===== config.mk =====
export PLATFORM = sky130hd
export DESIGN_NAME = data_mem_arbiter
export DESIGN_NICKNAME = d
export VERILOG_FILES = /design/src/rtl/data_mem_arbiter.sv
export SDC_FILE = /design/constraint.sdc
export NUM_CORES = 1
export LEC_CHECK = 0
export ABC_AREA = 0
export BUFFER_PORTS_ARGS = -buffer_cell sky130_fd_sc_hd__buf_2
export CAP_MARGIN = 10
export CORE_ASPECT_RATIO = 0.75
export CORE_UTILIZATION = 33
export CTS_BUF_LIST = sky130_fd_sc_hd__clkbuf_4 sky130_fd_sc_hd__clkbuf_8 sky130_fd_sc_hd__clkbuf_16
export DETAILED_ROUTE_END_ITERATION = 12
export PLACE_DENSITY = 0.61
export SLEW_MARGIN = 25
export SYNTH_ARGS = -nofsm -noshare
export SYNTH_HDL_FRONTEND = slang
export SYNTH_SLANG_ARGS = --single-unit

===== constraint.sdc =====
create_clock -name clk -period 2.4 [get_ports clk]
set_clock_uncertainty 0.15 [all_clocks]
set_input_delay 0.48 -clock clk [delete_from_list [all_inputs] [get_ports clk]]
set_output_delay 0.48 -clock clk [all_outputs]
set_load 0.005 [all_outputs]

===== src/rtl/data_mem_arbiter.sv =====
// Two-port arbiter and access sequencer in front of the single-port data_memory.
// Macro DM_ARB_RR_EN selects round-robin contention; when undefined, port 0 has fixed priority.
module data_mem_arbiter #(
    parameter int ADDR_W    = 8,
    parameter int DATA_W    = 8,
    parameter int MAX_BURST = 4
) (
    input  logic              clk,
    input  logic              reset,
    input  logic              req0,
    input  logic              req1,
    input  logic              we0,
    input  logic              we1,
    input  logic              lock0,
    input  logic              lock1,
    input  logic [ADDR_W-1:0] addr0,
    input  logic [ADDR_W-1:0] addr1,
    input  logic [DATA_W-1:0] wdata0,
    input  logic [DATA_W-1:0] wdata1,
    output logic              gnt0,
    output logic              gnt1,
    output logic [DATA_W-1:0] rdata0,
    output logic [DATA_W-1:0] rdata1,
    output logic              rvalid0,
    output logic              rvalid1,
    output logic [ADDR_W-1:0] mem_addr,
    output logic [DATA_W-1:0] mem_wdata,
    output logic              mem_read,
    output logic              mem_write,
    input  logic [DATA_W-1:0] mem_rdata,
    output logic              dbg_state,
    output logic [3:0]        dbg_burst_cnt
);

    typedef enum logic {IDLE = 1'b0, ACCESS = 1'b1} state_t;

    state_t      state;
    logic        last;
    logic        owner_vld;
    logic        owner;
    logic        yield_vld;
    logic        yield_to;
    logic        cur;
    logic        cur_rd;
    logic [3:0]  burst_cnt;

    logic              any_req;
    logic              lock_hit;
    logic              win;
    logic              win_we;
    logic              win_lock;
    logic [ADDR_W-1:0] win_addr;
    logic [DATA_W-1:0] win_wdata;
    logic [3:0]        next_cnt;

    // A locked owner that dropped its request no longer counts; arbitration falls through.
    always_comb begin
        any_req  = req0 | req1;
        lock_hit = owner_vld && (owner ? req1 : req0);
        if (lock_hit)
            win = owner;
        else if (req0 && !req1)
            win = 1'b0;
        else if (req1 && !req0)
            win = 1'b1;
        else if (yield_vld)
            win = yield_to;
        else
`ifdef DM_ARB_RR_EN
            win = ~last;
`else
            win = 1'b0;
`endif
        win_we    = win ? we1 : we0;
        win_lock  = win ? lock1 : lock0;
        win_addr  = win ? addr1 : addr0;
        win_wdata = win ? wdata1 : wdata0;
        next_cnt  = (lock_hit ? burst_cnt : 4'd0) + 4'd1;
    end

    always_ff @(posedge clk) begin
        if (!reset) begin
            state     <= IDLE;
            last      <= 1'b1;
            owner_vld <= 1'b0;
            owner     <= 1'b0;
            yield_vld <= 1'b0;
            yield_to  <= 1'b0;
            cur       <= 1'b0;
            cur_rd    <= 1'b0;
            burst_cnt <= 4'd0;
            gnt0      <= 1'b0;
            gnt1      <= 1'b0;
            rvalid0   <= 1'b0;
            rvalid1   <= 1'b0;
            rdata0    <= '0;
            rdata1    <= '0;
            mem_addr  <= '0;
            mem_wdata <= '0;
            mem_read  <= 1'b0;
            mem_write <= 1'b0;
        end else begin
            gnt0    <= 1'b0;
            gnt1    <= 1'b0;
            rvalid0 <= 1'b0;
            rvalid1 <= 1'b0;
            case (state)
                IDLE: begin
                    mem_read  <= 1'b0;
                    mem_write <= 1'b0;
                    if (any_req) begin
                        state     <= ACCESS;
                        cur       <= win;
                        cur_rd    <= !win_we;
                        last      <= win;
                        mem_addr  <= win_addr;
                        mem_wdata <= win_wdata;
                        mem_write <= win_we;
                        mem_read  <= !win_we;
                        gnt0      <= !win;
                        gnt1      <= win;
                        yield_vld <= 1'b0;
                        if (win_lock && (next_cnt < 4'(MAX_BURST))) begin
                            owner_vld <= 1'b1;
                            owner     <= win;
                            burst_cnt <= next_cnt;
                        end else begin
                            owner_vld <= 1'b0;
                            burst_cnt <= 4'd0;
                            // Burst exhausted: the other port gets the next contended slot.
                            if (win_lock) begin
                                yield_vld <= 1'b1;
                                yield_to  <= ~win;
                            end
                        end
                    end else if (owner_vld) begin
                        owner_vld <= 1'b0;
                        burst_cnt <= 4'd0;
                    end
                end
                ACCESS: begin
                    state     <= IDLE;
                    mem_read  <= 1'b0;
                    mem_write <= 1'b0;
                    if (cur_rd) begin
                        if (cur) begin
                            rdata1  <= mem_rdata;
                            rvalid1 <= 1'b1;
                        end else begin
                            rdata0  <= mem_rdata;
                            rvalid0 <= 1'b1;
                        end
                    end
                end
                default: state <= IDLE;
            endcase
        end
    end

    assign dbg_state     = (state == ACCESS);
    assign dbg_burst_cnt = burst_cnt;

endmodule


; After elaboration in Yosys (flattened, before gate mapping)
; Cells that the tools add are included.
[totals]
ff_bits = 49
input_bits = 48
[op_classes]
addsub = 1
n_lt_le_gt_ge = 1
n_mux = 25
bitwise_logic = 7
n_reduce_logical = 17
[ops]
columns = operator, n
row1 = 1-bit two-way mux, 16
row2 = 4-bit two-way mux, 4
row3 = 8-bit two-way mux, 2
row4 = 3-bit AND reduction, 4
row5 = 1-bit NOT, 6
row6 = 1-bit one-hot mux with 2 select lines, 3
row7 = "4-bit by 1-bit adder with 4-bit output, second input constant", 1
row8 = 1-bit logical AND, 4
row9 = 1-bit zero test, 4
row10 = "4-bit by 3-bit < comparator with 1-bit output, second input constant", 1
row11 = 2-bit AND reduction, 2
row12 = 4-bit AND reduction, 1
row13 = 3-bit OR reduction, 1
row14 = 2-bit nonzero test, 1
row15 = 1-bit OR, 1

; Logic depth before layout (Yosys ltp)
[logic_depth]
word_depth = 9
ltp_mapped = 9
ltp_nobuf = 9

; Worst setup path before layout
; No wires, ideal clock.
[synth_path]
path_type = input to register
from = in req1
to = reg owner
setup_time_ps = 72
arrival_ps = 1874
required_time_ps = 2178
path_slack_ps = 304
cell_stages = 8
path_buffers = 0
cell_sequence = mux2i_1 nor2b_1 and2_1 ha_1 o21ba_2 a41oi_1 a211oi_2 mux2i_1
[synth_via]
elab_chain_len = 7
elab_cells_between_ends = 15
classes_between = add/sub: 1 / order compare: 1 / mux: 6 / bitwise: 1 / reduce/logical: 6
[synth_rtl]
columns = element, line_no
row1 = start: declaration, 11  ; input logic req1,
row2 = 1-bit two-way mux (tied with other cells), 59  ; lock_hit = owner_vld && (owner ? req1 : req0);
row3 = 1-bit logical AND (tied with other cells), 59
row4 = 4-bit two-way mux or 1-bit two-way mux (tied branches), "78, 62"
row5 = 4-bit by 1-bit adder with 4-bit output or 1-bit two-way mux (tied branches), "78, 60"
row6 = 4-bit by 3-bit < comparator with 1-bit output or 1-bit two-way mux (tied branches), "123, 75"
row7 = 1-bit logical AND, 123  ; if (win_lock && (next_cnt < 4'(MAX_BURST))) begin
row8 = 3-bit AND reduction (no source line), -
row9 = end signal: assignment, 125  ; owner <= win;
row10 = end: declaration, 40  ; logic owner;
; Several ways; a longest one is shown, not always the timed one.
; A chain may end at the register's enable or synchronous reset.

; Worst setup path after layout
[layout_path]
from = reg owner
to = reg burst_cnt[0], in the netlist dbg_burst_cnt[0]
[layout_via]
elab_chain_len = 8
elab_cells_between_ends = 10
classes_between = add/sub: 1 / order compare: 1 / mux: 6 / reduce/logical: 2
[layout_rtl]
columns = element, line_no
row1 = 1-bit two-way mux, 59
row2 = 1-bit logical AND, 59
row3 = 4-bit two-way mux, 78  ; next_cnt = (lock_hit ? burst_cnt : 4'd0) + 4'd1;
row4 = 4-bit by 1-bit adder with 4-bit output, 78
row5 = 4-bit by 3-bit < comparator with 1-bit output, 123
row6 = 1-bit logical AND, 123
row7 = 4-bit two-way mux *, 123
row8 = 4-bit two-way mux *, 111  ; if (any_req) begin
row9 = end signal: assignment, 126  ; burst_cnt <= next_cnt;
row10 = end: declaration, 45  ; logic [3:0] burst_cnt;
; Mark *: on every way between the ends. The rest lies on a longest branch, timed or not.

==> results.tsv <==
stage	metric	value	unit
status	outcome	finished, final reports clean	
detailed_routing	Routed WL per cell	11.5	um
sta	setup repair after global routing missed its margin	false	
worst_setup_path	CP max stage cell	sky130_fd_sc_hd__a211oi_2	
detailed_routing	DRC violations left	0	
power_and_ir_drop	Pwr Density	628	nW/um2
clock_tree	number of gates given a new drive strength after cts	0	
worst_setup_path	Critical Path AT	2330	ps
worst_setup_path	count of buffering cells on the critical path with inverters included	0	
synthesis	number of warnings issued by yosys	0	
worst_setup_path	worst path required time	2490	ps
worst_setup_path	startpoint type of the worst setup path	flip-flop	
floorplanning	area of the placeable core	5860	um2
clock_tree	Root Buffer	sky130_fd_sc_hd__clkbuf_8	
placement	detailed-placement wirelength estimate	3370	um
clock_tree	number of buffers on the longest clock path	2	
detailed_routing	final wirelength	4480	um
worst_setup_path	endpoint of the most critical register-to-register path	dbg_burst_cnt[0]$_SDFFE_PN0P_	
global_routing	met3 capacity usage during global routing	0.0461	
synthesis	Area contributors post-synth	sky130_fd_sc_hd__dfxtp_1 (49%), sky130_fd_sc_hd__mux2i_1 (9.5%), sky130_fd_sc_hd__nand2_1 (8.0%), sky130_fd_sc_hd__a211oi_1 (6.0%), sky130_fd_sc_hd__a21oi_1 (5.0%)	
global_routing	maximum number of pins on one net before global-route repair	37	
worst_setup_path	series of cell instances along the critical path	mux2i_1 -> nor2b_1 -> and2_1 -> ha_1 -> o21ba_2 -> a41oi_1 -> a211oi_2 -> a32o_1	
sta	final setup fails	0	
sta	Max transition margin	0.643	
worst_setup_path	Crit Path Max Fanout	4	
global_routing	global routing's busiest layer	met2	
detailed_routing	vias per inst	4.58	
detailed_routing	antenna-violating nets left	0	
final_layout	layout overhead on the synthesized area	30.9	%
final_layout	filler cell count	603	
clock_tree	clock slew seen by the registers of the worst setup and hold paths	80	ps
detailed_routing	first drt pass iteration count	4	
worst_setup_path	launching instance or port of the critical path	owner$_SDFFE_PN0P_	
worst_hold_path	min-delay worst type	primary input to flip-flop	
synthesis	Synth Area per Inst	9.10	um2
global_routing	first-pass GRT wire length	7500	um
floorplanning	die area	6410	um2
worst_setup_path	family with the most delay on the worst path	compound AO/OA/AOI/OAI gates	
floorplanning	Die H	69.6	um
detailed_routing	overall via count from detail_route	1780	
clock_tree	quantity of hold-fixing buffers added after cts	0	
clock_tree	CTS sink count	49	
sta	fin crit share	0.932	
worst_setup_path	worst-case register-to-register setup slack	160	ps
sta	final-layout worst hold slack	273	ps
final_layout	proportion of layout cells with a drive suffix above 1	0.363	
clock_tree	clock tree from TritonCTS	built	
detailed_routing	number of DRC markers after the initial detailed-route iteration	46	
clock_tree	clock insertion delay at the later pin of the skew report	300	ps
final_layout	Net count, final	360	
sta	max-slew violation total from the final report	0	
synthesis	count of state elements after synthesis	49	
floorplanning	horizontal die dimension	92.1	um
global_routing	initial antenna violation count	0	
worst_setup_path	Worst R2R Start	owner$_SDFFE_PN0P_	
synthesis	proportion of synthesized chip area in sequential cells	0.488	
sta	final hold viol count	0	
synthesis	area leader, netlist	sky130_fd_sc_hd__dfxtp_1	
worst_setup_path	CP Capture Point	dbg_burst_cnt[0]$_SDFFE_PN0P_	
synthesis	unique cell type count in the Yosys netlist	34	
final_layout	number of antenna diodes	0	
final_layout	final core occ	0.449	
sta	Worst-Margin Slew	534	ps
clock_tree	CTS Buf Count	5	
worst_setup_path	Worst Setup End Kind	flip-flop	
global_routing	global-route congestion overflow total	0	
global_routing	grt met1 use	0.199	
placement	number of buffer cells added on primary ports	90	
clock_tree	count of buffers added by post-CTS timing repair for setup	0	
worst_setup_path	critical path depth in cells	8	
flow_run	# Max-Cap Violations	0	
floorplanning	Rows	24	
worst_setup_path	CP max stage delay	390	ps
floorplanning	number of top-level design ports	91	
sta	highest clock rate	447	MHz
power_and_ir_drop	leakage power	1.20	nW
synthesis	Cells after Synth	221	
global_routing	global routing usage on met2	0.221	
synthesis	Mapped Nets	270	
worst_setup_path	count of cells along the worst register-to-register path	8	
placement	last weighted congestion value of the routability-driven placer	0.788	
floorplanning	effective utilization at floorplan	0.343	
clock_tree	# H-tree levels	2	
synthesis	area of the mapped netlist	2010	um2
worst_hold_path	worst hold stages	3	
power_and_ir_drop	worst IR drop on VDD	0.195	mV
sta	post-layout min period	2240	ps
worst_setup_path	Critical Setup Path Class	flip-flop to flip-flop	
global_routing	global-route total usage across every layer	0.148	
global_routing	via count of the first global-routing pass	1601	
synthesis	share of the synthesized area in the top cell type	0.488	
-- layer usage --
metal	wire (um)	up-vias
met5	0	-
met4	68	0
met3	260	6
met2	1910	59
met1	2230	777
li1	-	938
-- report_power, final --
part	switching, mW	internal, mW	total, mW
clock network	0.255	0.303	0.558
logic	0.112	0.105	0.218
registers	0.0239	0.854	0.878
total	0.392	1.26	1.65
-- metrics by stage --
stage	instance area, um2	power, mW	cells	setup slack [ps]	setup TNS (ps)
finish	2630	1.65	389	164	0
global route	2630	1.75	389	21.9	0
CTS	2630	1.68	389	160	0
global placement	2530	1.12	382	31.0	0
detailed placement	2530	1.12	382	-18.2	-32.1
floorplan	2010	1.02	221	304	0
-- how the worst min path moves through the flow --
stage / to / start
after floorplan: yield_to$_SDFFE_PN0P_ / yield_to$_SDFFE_PN0P_
after global placement: rdata0[5]$_SDFFE_PN0P_ / rdata0[5]$_SDFFE_PN0P_
after detailed placement: rdata1[7]$_SDFFE_PN0P_ / rdata1[7]$_SDFFE_PN0P_
after CTS: rdata0[6]$_SDFFE_PN0P_ / mem_rdata[6]
after global routing: rdata0[6]$_SDFFE_PN0P_ / mem_rdata[6]
final: rdata1[6]$_SDFFE_PN0P_ / mem_rdata[6]
-- cell usage after synthesis --
master                     instances
sky130_fd_sc_hd__a41o_1            1
sky130_fd_sc_hd__a32o_1            2
sky130_fd_sc_hd__or2_2             2
sky130_fd_sc_hd__nand2_1          43
sky130_fd_sc_hd__a21bo_2           1
sky130_fd_sc_hd__nand3_1           4
sky130_fd_sc_hd__nand2_8           1
sky130_fd_sc_hd__and2_1            8
sky130_fd_sc_hd__dfxtp_1          49
sky130_fd_sc_hd__nand2b_1          1
sky130_fd_sc_hd__buf_1             1
sky130_fd_sc_hd__o21ai_2           1
sky130_fd_sc_hd__o21ai_0           2
sky130_fd_sc_hd__a21o_2            1
sky130_fd_sc_hd__mux2i_1          19
sky130_fd_sc_hd__ha_1              1
sky130_fd_sc_hd__inv_2             1
sky130_fd_sc_hd__buf_2             2
sky130_fd_sc_hd__nor2_1           23
sky130_fd_sc_hd__inv_1             2
sky130_fd_sc_hd__nand2_2           1
sky130_fd_sc_hd__nor3_1            1
sky130_fd_sc_hd__clkbuf_1          6
sky130_fd_sc_hd__a211oi_2          2
sky130_fd_sc_hd__and3_1            1
sky130_fd_sc_hd__o21ba_2           1
sky130_fd_sc_hd__nor2b_1           2
sky130_fd_sc_hd__nand3_4           1
sky130_fd_sc_hd__a211oi_1         16
sky130_fd_sc_hd__o21a_1            2
sky130_fd_sc_hd__a41oi_1           1
sky130_fd_sc_hd__xor2_1            1
sky130_fd_sc_hd__a21oi_1          20
sky130_fd_sc_hd__buf_12            1
-- cells by family (layout without fill, tap and decap cells) --
kind of cell,Yosys count,count (layout),synth area share
buf+inv,13,103,0.0336
flops,49,49,0.488
mux,19,19,0.0946
fa+ha+maj,1,1,0.00622
xor+xnor,1,1,0.00436
simple gates,88,88,0.201
compound gates,50,50,0.172
-- placed cells by master, fill, tap and decap left out, drive strengths merged, types with 2 or more instances in the layout --
cell	count
buf	93
dfxtp	49
nand2	45
nor2	23
a21oi	20
mux2i	19
a211oi	18
and2	8
clkbuf	5
nand3	5
inv	3
o21ai	3
nor2b	2
or2	2
o21a	2
a32o	2
-- flip-flops by register name, summed over array words and instances, names as in the netlist, 4 cells and up --
register       flops
mem_wdata          8
mem_addr           8
dbg_burst_cnt      4
rdata1             8
rdata0             8
-- worst reg2reg max path: stages, from the launching register on --
cell and delay [ps]:
sky130_fd_sc_hd__dfxtp_1 380, sky130_fd_sc_hd__mux2i_1 250, sky130_fd_sc_hd__nor2b_1 110, sky130_fd_sc_hd__and2_1 170, sky130_fd_sc_hd__ha_1 210, sky130_fd_sc_hd__o21ba_2 250, sky130_fd_sc_hd__a41oi_1 50, sky130_fd_sc_hd__a211oi_2 390
sky130_fd_sc_hd__a32o_1 220
-- final cells by class --
type                            instances  area, um2  area share
Tap cell                               78       97.6      0.0371
Sequential cell                        49        981       0.373
Clock inverter                          2       35.0      0.0133
Timing Repair Buffer                   93        473       0.180
Inverter                                3       11.3     0.00428
Multi-Input combinational cell        159        965       0.367
Clock buffer                            5       68.8      0.0262
No activity file was read; power rests on OpenSTA's default activity.
